File: config.mk
export PLATFORM = sky130hd
export DESIGN_NAME = rv32im_mem_arb
export DESIGN_NICKNAME = d
export VERILOG_FILES = /design/src/rtl/rv32im_mem_arb_pkg.sv /design/src/rtl/rv32im_mem_arb_wdog.sv /design/src/rtl/rv32im_mem_arb.sv
export SDC_FILE = /design/constraint.sdc
export NUM_CORES = 1
export LEC_CHECK = 0
export ABC_CLOCK_PERIOD_IN_PS = 3500
export BUFFER_PORTS_ARGS = -buffer_cell sky130_fd_sc_hd__buf_4
export CAP_MARGIN = 20
export CORE_ASPECT_RATIO = 0.5
export CORE_MARGIN = 2
export CORE_UTILIZATION = 30
export CTS_CLUSTER_DIAMETER = 200
export DETAILED_ROUTE_END_ITERATION = 8
export MAX_ROUTING_LAYER = met4
export PLACE_DENSITY = 0.64
export SLEW_MARGIN = 20
export SYNTH_ARGS = -nofsm -noshare
export SYNTH_HDL_FRONTEND = slang
export SYNTH_SLANG_ARGS = --single-unit
export TNS_END_PERCENT = 20
File: constraint.sdc
create_clock -name clk_i -period 3.5 [get_ports clk_i]
set_input_delay 1.05 -clock clk_i [delete_from_list [all_inputs] [get_ports clk_i]]
set_output_delay 1.05 -clock clk_i [all_outputs]
set_load 0.02 [all_outputs]
File: src/rtl/rv32im_mem_arb_pkg.sv
// Shared types and constants for the rv32im memory arbiter.
// The state encoding and watchdog default live here for the top and its watchdog.
package rv32im_mem_arb_pkg;

    localparam int unsigned MEM_ARB_STATE_WIDTH     = 3;
    localparam int unsigned MEM_ARB_TIMEOUT_DEFAULT = 255;

    typedef enum logic [MEM_ARB_STATE_WIDTH-1:0] {
        ST_IDLE    = 3'd0,
        ST_REQ_IFU = 3'd1,
        ST_REQ_LSU = 3'd2,
        ST_RSP_IFU = 3'd3,
        ST_RSP_LSU = 3'd4
    } arb_state_e;

    function automatic logic is_lsu_state(arb_state_e s);
        return (s == ST_REQ_LSU) || (s == ST_RSP_LSU);
    endfunction

endpackage

File: src/rtl/rv32im_mem_arb_wdog.sv
// Transaction watchdog for rv32im_mem_arb: counts cycles while a transaction is open
// and flags expiry on the TIMEOUT_CYCLES-th cycle. Used only with RV32IM_MEM_ARB_TIMEOUT_EN.
module rv32im_mem_arb_wdog #(
    parameter int unsigned TIMEOUT_CYCLES = 255
) (
    input  logic clk_i,
    input  logic rst_ni,
    input  logic clear,
    input  logic enable,
    output logic expired_o
);

    localparam int unsigned CW = $clog2(TIMEOUT_CYCLES + 1);
    localparam logic [CW-1:0] LAST = CW'(TIMEOUT_CYCLES - 1);

    logic [CW-1:0] cnt_q;

    always_ff @(posedge clk_i or negedge rst_ni) begin
        if (!rst_ni) begin
            cnt_q <= '0;
        end else if (clear) begin
            cnt_q <= '0;
        end else if (enable) begin
            cnt_q <= cnt_q + 1'b1;
        end
    end

    // Count value 0 is the first open cycle, so LAST marks the TIMEOUT_CYCLES-th one.
    assign expired_o = enable && (cnt_q == LAST);

endmodule

File: src/rtl/rv32im_mem_arb.sv
// Single-port memory arbiter between IFU fetches and LSU loads/stores, one transaction at a time.
// Optional watchdog enabled by defining RV32IM_MEM_ARB_TIMEOUT_EN.
module rv32im_mem_arb
    import rv32im_mem_arb_pkg::*;
#(
    parameter int unsigned AW             = 32,
    parameter int unsigned DW             = 32,
    parameter int unsigned TIMEOUT_CYCLES = MEM_ARB_TIMEOUT_DEFAULT
) (
    input  logic          clk_i,
    input  logic          rst_ni,
    input  logic          ifu_req_i,
    input  logic [AW-1:0] ifu_addr_i,
    output logic          ifu_gnt_o,
    output logic          ifu_rvalid_o,
    output logic [DW-1:0] ifu_rdata_o,
    output logic          ifu_err_o,
    input  logic          lsu_req_i,
    input  logic [AW-1:0] lsu_addr_i,
    input  logic [DW-1:0] lsu_wdata_i,
    input  logic [3:0]    lsu_wmask_i,
    output logic          lsu_gnt_o,
    output logic          lsu_rvalid_o,
    output logic [DW-1:0] lsu_rdata_o,
    output logic          lsu_err_o,
    output logic          mem_req_o,
    output logic [AW-1:0] mem_addr_o,
    output logic [DW-1:0] mem_wdata_o,
    output logic [3:0]    mem_wmask_o,
    input  logic          mem_gnt_i,
    input  logic          mem_rvalid_i,
    input  logic [DW-1:0] mem_rdata_i
);

    arb_state_e    state_q, state_d;
    logic          last_lsu_q;
    logic [AW-1:0] addr_q;
    logic [DW-1:0] wdata_q;
    logic [3:0]    wmask_q;
    logic [DW-1:0] ifu_rdata_q, lsu_rdata_q;
    logic          in_req, in_rsp, for_lsu;
    logic          grant_ifu, grant_lsu;
    logic          resp, tmo, tmo_hit, done;
    logic [DW-1:0] rsp_data;

    assign in_req  = (state_q == ST_REQ_IFU) || (state_q == ST_REQ_LSU);
    assign in_rsp  = (state_q == ST_RSP_IFU) || (state_q == ST_RSP_LSU);
    assign for_lsu = is_lsu_state(state_q);

    // LSU has priority unless it won the previous arbitration round.
    assign grant_lsu = rst_ni && (state_q == ST_IDLE) && lsu_req_i && (!ifu_req_i || !last_lsu_q);
    assign grant_ifu = rst_ni && (state_q == ST_IDLE) && ifu_req_i && !grant_lsu;

    assign resp     = (in_req && mem_gnt_i && mem_rvalid_i) || (in_rsp && mem_rvalid_i);
    assign tmo_hit  = tmo && !resp;
    assign done     = resp || tmo_hit;
    assign rsp_data = tmo_hit ? '0 : mem_rdata_i;

`ifdef RV32IM_MEM_ARB_TIMEOUT_EN
    logic wdog_clear, wdog_en;
    assign wdog_clear = grant_ifu || grant_lsu;
    assign wdog_en    = in_req || in_rsp;

    rv32im_mem_arb_wdog #(
        .TIMEOUT_CYCLES(TIMEOUT_CYCLES)
    ) u_wdog (
        .clk_i    (clk_i),
        .rst_ni   (rst_ni),
        .clear    (wdog_clear),
        .enable   (wdog_en),
        .expired_o(tmo)
    );
`else
    assign tmo = 1'b0;
`endif

    always_ff @(posedge clk_i or negedge rst_ni) begin
        if (!rst_ni) begin
            state_q <= ST_IDLE;
        end else begin
            state_q <= state_d;
        end
    end

    always_comb begin
        state_d = state_q;
        case (state_q)
            ST_IDLE: begin
                if (grant_lsu)      state_d = ST_REQ_LSU;
                else if (grant_ifu) state_d = ST_REQ_IFU;
            end
            ST_REQ_IFU, ST_REQ_LSU: begin
                if (done)           state_d = ST_IDLE;
                else if (mem_gnt_i) state_d = for_lsu ? ST_RSP_LSU : ST_RSP_IFU;
            end
            ST_RSP_IFU, ST_RSP_LSU: begin
                if (done)           state_d = ST_IDLE;
            end
            default:                state_d = ST_IDLE;
        endcase
    end

    always_ff @(posedge clk_i or negedge rst_ni) begin
        if (!rst_ni) begin
            last_lsu_q  <= 1'b0;
            addr_q      <= '0;
            wdata_q     <= '0;
            wmask_q     <= '0;
            ifu_rdata_q <= '0;
            lsu_rdata_q <= '0;
        end else begin
            if (grant_lsu) begin
                last_lsu_q <= 1'b1;
                addr_q     <= lsu_addr_i;
                wdata_q    <= lsu_wdata_i;
                wmask_q    <= lsu_wmask_i;
            end else if (grant_ifu) begin
                last_lsu_q <= 1'b0;
                addr_q     <= ifu_addr_i;
                wdata_q    <= '0;
                wmask_q    <= '0;
            end
            if (done && !for_lsu) ifu_rdata_q <= rsp_data;
            if (done && for_lsu)  lsu_rdata_q <= rsp_data;
        end
    end

    assign ifu_gnt_o    = grant_ifu;
    assign lsu_gnt_o    = grant_lsu;
    assign ifu_rvalid_o = done && !for_lsu;
    assign lsu_rvalid_o = done && for_lsu;
    assign ifu_err_o    = tmo_hit && !for_lsu;
    assign lsu_err_o    = tmo_hit && for_lsu;
    // Response data is forwarded in the rvalid cycle and held afterwards.
    assign ifu_rdata_o  = ifu_rvalid_o ? rsp_data : ifu_rdata_q;
    assign lsu_rdata_o  = lsu_rvalid_o ? rsp_data : lsu_rdata_q;
    assign mem_req_o    = in_req && !tmo_hit;
    assign mem_addr_o   = addr_q;
    assign mem_wdata_o  = wdata_q;
    assign mem_wmask_o  = wmask_q;

endmodule
==> impl_metrics.py <==
metrics = {
    "global_route": {
        "grt_overflow": 0,
        "grt_max_degree": 74,
        "grt_pass1_wl_um": 23600,
        "antenna_found_initial": 0,
        "grtUsageTotal": 0.1684,
        "grt_pass1_vias": 4430,
    },
    "final_layout": {
        "n_fill_cell": 1562,
        "syn2layout_area_growth_pct": 56.05,
        "seq_area_mm2": 0.003403,
        "drive_above_1_share": 0.5941,
        "layout.nets": 768,
        "multi_input_area_mm2": 0.001583,
        "diodes": 0,
    },
    "setup_path": {
        "critPathMaxFanout": 33,
        "max_stage_delay_ns": 0.38,
        "crit_path_start_kind": "input port",
        "crit_path_frequent_cell": "buf_4",
        "endpoint_kind": "output port",
        "crit_slowest_cell": "mux2_2",
        "critical_path_class": "in2out",
        "crit_chain": "buf_4, nor2_1, nor4b_4, buf_12, mux2_2, buf_4",
        "cp.required_ns": 2.45,
        "cp.arrival_ns": 2.31,
    },
    "routing": {
        "via_per_inst": 4.714,
        "route.detailed.wl_per_inst_um": 17.06,
        "wl_um": 14960,
        "dr_total_vias": 4134,
        "final_antenna_net_count": 0,
        "drc": 0,
        "first_pass_iters": 8,
        "drtIter0Drc": 223,
    },
    "yosys": {
        "ys_seq_elements": 136,
        "synth_top_area_share": 0.6468,
        "yosysSeqAreaShare": 0.6468,
        "synth-main-ff-cell": "dfrtp_1",
        "synthCells": 356,
        "yosys.area.top_type": "dfrtp_1",
        "synth_warnings": 0,
        "synth_cell_types": 31,
        "synthArstFlopShare": 1.000,
        "syn_avg_cell_area_um2": 14.78,
        "synth_edf_count": 0,
        "netlist_area_mm2": 0.005261,
        "netlist_top_cells_area": "dfrtp_1 65%, mux2_2 13%, a222oi_1 6.1%, a22o_1 6.0%, inv_1 2.4%",
    },
    "timing": {
        "fin_crit_sh": 0.9613,
        "setup-tns-final_ns": 0,
        "worstMarginPinSlew_ns": 0.9547,
        "finalSetupViolations": 0,
        "hold_viol": 0,
        "maxSlewHeadroom": 0.3635,
        "post-route-min-period_ns": 3.364,
        "rsz0062_at_grt": "false",
        "finalMaxSlewViolations": 0,
        "skew_ns": 0.01008,
        "holdWs_ns": 0.4876,
        "max_freq_ghz": 0.2972,
    },
    "floorplanning": {
        "coreArea_mm2": 0.01727,
        "initial_core_util": 0.3046,
        "placementRows": 34,
        "die-area_mm2": 0.01868,
        "die-width_um": 191.3,
        "ios": 277,
        "die_h_um": 97.64,
    },
    "clock_tree": {
        "clk_pin_slew_ns": 0.06,
        "cts_tree": "yes",
        "insertion_delay_ns": 0.41,
        "clk_path_buf_depth": 2,
        "ctsHoldBuffers": 0,
        "cts_buffers": 17,
        "cts_num_sinks": 136,
        "cts-root-buf": "clkbuf_16",
        "htree_levels": 4,
        "cts_resized": 0,
        "cts_setup_buffers": 0,
    },
    "min_path": {
        "hp-class": "reg2reg",
    },
    "pwr": {
        "irDropWorstVdd_mv": 0.3439,
        "powerDensity_mw_per_mm2": 1013,
        "p_leak_nw": 4.227,
    },
    "placed_design": {
        "gp_congestion": 0.7717,
        "numPortBuffers": 274,
        "dp_hpwl_um": 10410,
    },
    "flow_run": {
        "maxCapViolCount": 0,
    },
    "outcome": {
        "status": "complete, no violations",
    },
}
==> metal layers <==
layer | GRT usage | vias up | share of wire
li1 | - | 1867 | -
met2 | 0.2908 | 166 | 0.54
met4 | 0.07160 | 0 | 0.027
met1 | 0.1897 | 2073 | 0.38
met3 | 0.03503 | 28 | 0.050
met5 | - | - | 0
==> cells by family (layout without fill, tap and decap cells) <==
logic type,after synthesis,after routing,share of synthesized area
other cells,1,2,0.0007128
simple gates,15,15,0.02259
buf+inv,61,347,0.05541
flops,136,136,0.6468
mux,65,65,0.1389
compound gates,77,77,0.1339
xor+xnor,1,1,0.001665
==> stage by stage <==
stage	instances	instance area [µm²]	power [mW]	setup WS (ns)	util
after floorplan	357	5265	4.720	0.3488	-
after global placement	845	7561	6.348	0.1673	0.4378
after detailed placement	845	7561	6.407	0.1367	0.4378
after CTS	877	8210	8.438	0.1357	0.4754
after global routing	877	8210	8.794	0.04216	0.4754
final	877	8210	8.318	0.1356	0.4754
==> Yosys cell counts (2+ instances only) <==
| master | count |
|---|---|
| dfrtp_1 | 136 |
| mux2_2 | 61 |
| a22o_1 | 36 |
| inv_1 | 33 |
| a222oi_1 | 32 |
| buf_2 | 14 |
| buf_4 | 6 |
| clkbuf_1 | 5 |
| nor2_1 | 4 |
| buf_6 | 3 |
| mux2_1 | 3 |
| and2b_1 | 2 |
| and3_1 | 2 |
| nand2_1 | 2 |
==> flip-flops by register name (all words and copies together), names as in the netlist <==
| name | flops |
|---|---|
| lsu_rdata_q | 32 |
| mem_wdata_o | 32 |
| mem_addr_o | 32 |
| last_lsu_q | 1 |
| ifu_rdata_q | 32 |
| mem_wmask_o | 4 |
| state_q | 3 |
==> worst paths after layout <==
kind                       depth (start not counted)              end  slack [ns]           start
max                                                6   ifu_rdata_o[7]        0.14       mem_gnt_i
min in group asynchronous                          2  mem_wdata_o[17]        0.88          rst_ni
max reg2reg                                        6   mem_addr_o[13]        1.18      state_q[0]
min                                                1   lsu_rdata_q[3]        0.49  lsu_rdata_q[3]
max in group asynchronous                          3   lsu_rdata_q[4]        1.24          rst_ni
min reg2reg                                        1   lsu_rdata_q[3]        0.49  lsu_rdata_q[3]
==> critical path, delay by kind of cell <==
family	cells	cell delay, ns
buffers and inverters	3	0.53
multiplexers	1	0.38
AND/OR/NAND/NOR	2	0.33
==> cell type report <==
type                            count  area share
Sequential cell                   136      0.4145
Clock buffer                       18     0.05349
Tap cell                          234     0.03566
Inverter                           33     0.01509
Multi-Input combinational cell    160      0.1928
Clock inverter                     14     0.02560
Timing Repair Buffer              282      0.2629
==> layout by cell type (no fill, tap or decap), types with 2 or more instances in the layout <==
cell type / n
a222oi_1: 32
a22o_1: 36
and2b_1: 2
buf_12: 3
buf_4: 278
bufinv_16: 4
clkbuf_16: 17
clkinv_4: 2
clkinvlp_4: 2
conb_1: 2
dfrtp_1: 136
inv_1: 33
inv_6: 4
inv_8: 2
mux2_1: 3
mux2_2: 61
nand2_1: 2
nor2_1: 4
==> where the power goes <==
part	switching, mW	leakage, nW	total [mW]	internal [mW]
registers	0.311	1.69	2.61	2.30
clock network	0.731	0.312	1.97	1.23
logic	2.00	2.23	3.74	1.74
Note: power is estimated with default switching activity, not from simulation.
